## src/rtl/main_mem_responder_if.sv

```systemverilog
// Miss-request / word-return bus between a cache controller (master)
// and the main-memory responder (slave).
interface main_mem_responder_if #(
  parameter int unsigned DATA_W = 32
);
  logic              miss_req;
  logic [14:0]       miss_addr;
  logic              busy;
  logic              word_valid;
  logic [1:0]        word_offset;
  logic [DATA_W-1:0] word_data;
  logic              ready;

  modport master (
    output miss_req, miss_addr,
    input  busy, word_valid, word_offset, word_data, ready
  );

  modport slave (
    input  miss_req, miss_addr,
    output busy, word_valid, word_offset, word_data, ready
  );
endinterface

```

## src/rtl/main_mem_responder.sv

```systemverilog
// Main-memory model answering block misses: LATENCY wait cycles, a 4-word
// burst in offset order 0..3, then a one-cycle ready pulse.
module main_mem_responder #(
  parameter int unsigned LATENCY = 4,
  parameter int unsigned DATA_W  = 32
) (
  input  logic                 clk,
  input  logic                 rst,
  main_mem_responder_if.slave  bus
);

  localparam logic [1:0] IDLE  = 2'd0;
  localparam logic [1:0] WAIT  = 2'd1;
  localparam logic [1:0] BURST = 2'd2;
  localparam logic [1:0] DONE  = 2'd3;

  localparam logic [3:0] WAIT_LOAD = 4'(LATENCY - 1);

  logic [1:0]  state;
  logic [12:0] blk;
  logic [3:0]  wait_cnt;
  logic [1:0]  offset;
  logic        unused_addr_lsb;

  // The backing store holds word[a] = a, so it is realised as its content
  // function instead of a 32768-entry table; it is read-only and reset-free.
  function automatic logic [DATA_W-1:0] rom_word(input logic [14:0] a);
    return DATA_W'(a);
  endfunction

  assign unused_addr_lsb = ^bus.miss_addr[1:0];

  always_ff @(posedge clk or posedge rst) begin
    if (rst) begin
      state    <= IDLE;
      blk      <= '0;
      wait_cnt <= '0;
      offset   <= '0;
    end else begin
      case (state)
        IDLE: begin
          if (bus.miss_req) begin
            blk      <= bus.miss_addr[14:2];
            wait_cnt <= WAIT_LOAD;
            state    <= WAIT;
          end
        end
        WAIT: begin
          if (wait_cnt == 4'd0) begin
            offset <= '0;
            state  <= BURST;
          end else begin
            wait_cnt <= wait_cnt - 4'd1;
          end
        end
        BURST: begin
          // Offset parks at 3; only the next fetch brings it back to 0.
          if (offset == 2'd3) state <= DONE;
          else                offset <= offset + 2'd1;
        end
        DONE:    state <= IDLE;
        default: state <= IDLE;
      endcase
    end
  end

  assign bus.busy        = (state != IDLE);
  assign bus.word_valid  = (state == BURST);
  assign bus.word_offset = (state == BURST) ? offset : '0;
  assign bus.word_data   = (state == BURST) ? rom_word({blk, offset}) : '0;
  assign bus.ready       = (state == DONE);

endmodule

```

## src/flat_wrapper.sv

```systemverilog
// flat-port wrapper written by rule: the top's interface ports become plain ports
module main_mem_responder_flat 
#(
  parameter int unsigned LATENCY = 4,
  parameter int unsigned DATA_W  = 32
)
  (clk, rst, bus_miss_req, bus_miss_addr, bus_busy, bus_word_valid, bus_word_offset, bus_word_data, bus_ready);
  main_mem_responder_if #(.DATA_W(DATA_W)) bus_i ();
  input  logic clk;
  input  logic rst;
  input wire logic [$bits(bus_i.miss_req)-1:0] bus_miss_req;
  input wire logic [$bits(bus_i.miss_addr)-1:0] bus_miss_addr;
  output wire logic [$bits(bus_i.busy)-1:0] bus_busy;
  output wire logic [$bits(bus_i.word_valid)-1:0] bus_word_valid;
  output wire logic [$bits(bus_i.word_offset)-1:0] bus_word_offset;
  output wire logic [$bits(bus_i.word_data)-1:0] bus_word_data;
  output wire logic [$bits(bus_i.ready)-1:0] bus_ready;
  assign bus_i.miss_req = bus_miss_req;
  assign bus_i.miss_addr = bus_miss_addr;
  assign bus_busy = bus_i.busy;
  assign bus_word_valid = bus_i.word_valid;
  assign bus_word_offset = bus_i.word_offset;
  assign bus_word_data = bus_i.word_data;
  assign bus_ready = bus_i.ready;
  main_mem_responder #(.LATENCY(LATENCY), .DATA_W(DATA_W)) u_core (.clk(clk), .rst(rst), .bus(bus_i));
endmodule
```

## config.mk

```make
export PLATFORM = sky130hd
export DESIGN_NAME = main_mem_responder_flat
export DESIGN_NICKNAME = d
export VERILOG_FILES = /design/src/rtl/main_mem_responder_if.sv /design/src/rtl/main_mem_responder.sv /design/src/flat_wrapper.sv
export SDC_FILE = /design/constraint.sdc
export NUM_CORES = 1
export LEC_CHECK = 0
export BUFFER_PORTS_ARGS = -buffer_cell sky130_fd_sc_hd__buf_2
export CAP_MARGIN = 20
export CORE_MARGIN = 5
export CORE_UTILIZATION = 45
export DETAILED_ROUTE_END_ITERATION = 6
export GPL_TIMING_DRIVEN = 0
export HOLD_SLACK_MARGIN = 0.02
export PLACE_DENSITY_LB_ADDON = 0.05
export SLEW_MARGIN = 40
export SYNTH_ARGS = -nofsm -noshare
export SYNTH_HDL_FRONTEND = slang
export SYNTH_SLANG_ARGS = --single-unit
```

## constraint.sdc

```tcl
create_clock -name clk -period 2.15 [get_ports clk]
set_clock_uncertainty 0.05 [all_clocks]
set_input_delay 0.3225 -clock clk [delete_from_list [all_inputs] [get_ports clk]]
set_output_delay 0.3225 -clock clk [all_outputs]
set_load 0.05 [all_outputs]
```

[Word-level counts from Yosys, hierarchy flattened]
Cells that the tools add are included.
Cells by class
  eq/ne operators: 9
  reduce and logical (&&, ||, !) cells: 9
  add/sub/neg operators: 2
  muxes and demuxes: 12
Operator list (number)
  2-to-1 mux 15 bit: 1
  2-to-1 mux 2 bit: 6
  AND reduction 3 bit: 3
  2-to-1 mux 4 bit: 2
  case mux 2 bit (4 select lines): 1
  case mux 4 bit (2 select lines): 1
  == test 2 bit (second input constant): 3
  != test 2 bit (second input constant): 3
  nonzero test 2 bit: 3
  logical NOT 4 bit: 1
  != test 2 x 1 -> 1 bit (second input constant): 2
  case mux 2 bit (2 select lines): 1
  subtractor 4 x 1 -> 4 bit (second input constant): 1
  adder 2 x 1 -> 2 bit (second input constant): 1
  == test 2 x 1 -> 1 bit (second input constant): 1
  logical NOT 2 bit: 1
  AND reduction 2 bit: 1
Word-level totals
  input bits: 18
  flip-flop bits (word level): 21
  output and inout port bits: 37
  word-level logic and storage cells: 36

[Logic depth before layout (Yosys ltp)]
  depth in word-level cells: 3
  gate-level depth with buffers: 6
  depth with buffers taken out: 5

[Worst setup path after synthesis]
Ideal clock, no wire load.
  kind: register to output
  from: register u_core.state[0]
  to: output bus_word_offset[1]
  data arrival time: 1.723 ns
  data required time: 1.778 ns
  stages on the path, launching flop included: 6
  path buffers: 2
  path slack: 0.055 ns
  cell sequence: dfrtp_1 inv_1 ha_1 clkbuf_1 and2_1 buf_4
Between the ends
  longest elaborated chain between the ends: 2
RTL lines
  start: declaration: line main_mem_responder.sv:19  | logic [1:0] state;
  start signal: assignment: line main_mem_responder.sv:35  | state <= IDLE;
  start signal: assignment: line main_mem_responder.sv:45  | state <= WAIT;
  start signal: assignment: line main_mem_responder.sv:51  | state <= BURST;
  == test 2 bit: line main_mem_responder.sv:69  | assign bus.word_offset = (state == BURST) ? offset : '0;
  2-to-1 mux 2 bit: line main_mem_responder.sv:69
  end: declaration: line flat_wrapper.sv:15  | output wire logic [$bits(bus_i.word_offset)-1:0] bus_word_offset;
Every way passes these cells.

[Final worst setup path]
Ends and elaborated chain as after synthesis.

==> results.yml <==
worst_setup_path:
  cp.required_ps: 1780
  worstSetupPathType: "reg2out"
  endpoint_kind: "output port"
  critPathMostFrequentCell: "buf_4"
  slowest_delay_ps: 420
  crit_chain: "inv_2 -> ha_4 -> clkbuf_4 -> and2_1 -> buf_4 -> buf_4"
  critPathSlowestCell: "dfrtp_1"
  cp_max_fo: 10
  start_kind: "flip-flop"
  arrival_ps: 1660
timing:
  slew_viol_final: 0
  layout_min_cycle_time_ps: 2030
  period_share: 0.944
  tns_ps: 0
  fmax_mhz: 493
  hold_violations: 0
  rsz0062_at_grt: "false"
  setup_viol: 0
placement:
  hpwlAfterDp_um: 1950
  globalplace.congestion: 0.641
  port_buffers: 35
power:
  p_switching_uw: 1280
  peakVddDrop_v: 0.00101
  swShare: 0.510
  seq_power_share: 0.284
  power_frac_comb: 0.641
  p_per_area_mw_per_mm2: 1550
  p_leak_uw: 0.000875
  clkPwrFrac: 0.075
  total_power_uw: 2510
  internal_power_uw: 1230
routing:
  viasPerCell: 4.68
  dr.pass1.iters: 4
  routed_wl_um: 2400
  drc: 0
  vias: 960
  antenna_left: 0
  wl_per_cell_um: 11.7
  drt-initial-drc-count: 12
die:
  fp-row-count: 19
  die_w_um: 63.4
  die_h_um: 63.4
  ios: 55
  core_mm2: 0.00273
  initial_utilization: 0.470
  die_area_mm2: 0.00402
cells_and_area:
  seq_area_um2: 526
  multi_input_area_um2: 642
  final_nets: 201
  fin_util: 0.593
  drive_above_1_share: 0.408
  syn_to_final_growth_pct: 26.3
  n_antenna_cell: 0
  fill_cells: 263
clock_tree:
  root_buffer: "clkbuf_4"
  cts_max_level: 1
  cts_tree: "built"
  clkTransAtPathRegs_ps: 120
  clock_sinks: 21
  cts_inserted_buffers: 3
  clock_latency_ps: 300
  clockBufferDepth: 2
synth:
  synth_top_area_share: 0.409
  seq_area_frac_synth: 0.409
  ys_types: 25
  synth_top_family_by_area: "multiplexers"
  yosys_warnings: 0
  synth.avg_cell_area_um2: 11.0
  synth_mux_area_frac: 0.150
  synth-simple-area-share: 0.128
  synth-compound-area-share: 0.0848
  synth_fa_ha_area_frac: 0.0780
  synthCells: 117
  ys_ff_latch: 21
  synth_top_cell_by_area: "dfrtp_1"
  synth_xor_area_frac: 0
  synth_area_mm2: 0.00128
  synth_area_leaders: "dfrtp_1 41%, buf_4 11%, mux2_1 8.8%"
grt:
  grt.total_usage: 0.122
  grt-ovfl-total: 0
  grt_antenna_before_repair: 0
  grt_pass1_vias: 957
  grt_max_degree: 22
  grt_pass1_wl_um: 4080
flow_run:
  maxCapViolCount: 0
outcome:
  status: "completed"
min_path:
  hp-class: "in2reg"
[critical path, delay by kind of cell (launching register included)]
family / cells / cell delay (ps)
adder cells (fa/ha/maj): 1 / 180
flip-flops: 1 / 420
buffers and inverters: 4 / 590
AND/OR/NAND/NOR: 1 / 160
[power by group through the flow]
stage / Sequential [µW] / Combinational (µW) / Clock [µW]
2_1_floorplan: 685 / 1310 / 0
3_5_place_dp: 719 / 1580 / 0
6_report: 711 / 1610 / 189
3_3_place_gp: 707 / 1550 / 0
5_1_grt: 739 / 1730 / 218
4_1_cts: 712 / 1610 / 201
[cell usage in the layout (no fill, tap or decap), drive strengths merged, types with 3 or more instances in the layout]
master and instances:
dfrtp 21, conb 17, inv 9, ha 8, nand2 4, nand2b 3, mux2 15, a31oi 4
and2 15, buf 56, clkbuf 5
[per-layer routing]
metal	up-vias	share of wire	global-route usage
met4	0	0.0079	0.0468
met3	2	0.10	0.0426
li1	477	-	-
met5	-	0	0
met2	35	0.51	0.218
met1	446	0.38	0.131
[registers in the layout, indices dropped and copies added (netlist names)]
signal           count
u_core.blk          13
u_core.wait_cnt      4
u_core.offset        2
u_core.state         2
[path summary, 6_finish.rpt]
check,startpoint,cells after the start,slack [ps],endpoint
max in group asynchronous,rst,3,1230,u_core.blk[2]
min in group asynchronous,rst,3,510,u_core.wait_cnt[3]
worst max register to register,u_core.wait_cnt[0],5,270,u_core.offset[0]
worst min register to register,u_core.blk[6],1,440,u_core.blk[6]
worst max-delay path,u_core.state[0],6,120,bus_word_offset[1]
worst min-delay path,bus_miss_addr[6],2,180,u_core.blk[4]
[layout make-up]
class | instances | share of cell area
inverters | 9 | 0.0208
plain buffers | 22 | 0.0980
multi-input cells | 81 | 0.396
clock inverters | 1 | 0.00309
clock buffers | 3 | 0.0139
well taps | 31 | 0.0239
flip-flops and latches | 21 | 0.324
repair buffers | 37 | 0.120
[stage by stage]
step                      std cells  setup slack [ps]  instance area (µm²)  hold WS [ps]
after floorplan                 133              54.6                 1340           249
after global placement          199              44.3                 1560           417
after detailed placement        199              32.3                 1560           424
after CTS                       203              14.7                 1600           131
after global routing            205              14.2                 1620           157
final                           205               121                 1620           180
[Yosys cell counts]
library cell,number
ha_1,8
mux2_1,10
nor3b_1,1
dfrtp_1,21
inv_1,9
mux2i_1,2
buf_2,1
a221o_1,1
mux2_2,4
o32ai_1,2
nor2b_1,2
nand2_1,4
a31oi_1,4
clkbuf_1,2
mux2_4,1
nand2b_1,3
a211oi_1,1
and2_1,15
conb_1,1
a21oi_1,1
a221oi_4,1
buf_4,19
or3b_4,1
a41oi_1,2
nor3_1,1
[logic make-up after synthesis]
| logic type | Yosys count |
|---|---|
| flip-flops | 21 |
| AND/OR/NAND/NOR | 27 |
| multiplexers | 17 |
| adder cells (fa/ha/maj) | 8 |
| other | 1 |
| buffers and inverters | 31 |
| AO/OA/AOI/OAI | 12 |
[repair_timing]
item	in CTS	in global routing
setup endpoints to repair	11	7
setup buffers	0	1
resized for setup	5	1
hold buffers	0	1
hold endpoints to repair	0	21
No activity file was read; power rests on OpenSTA's default activity.
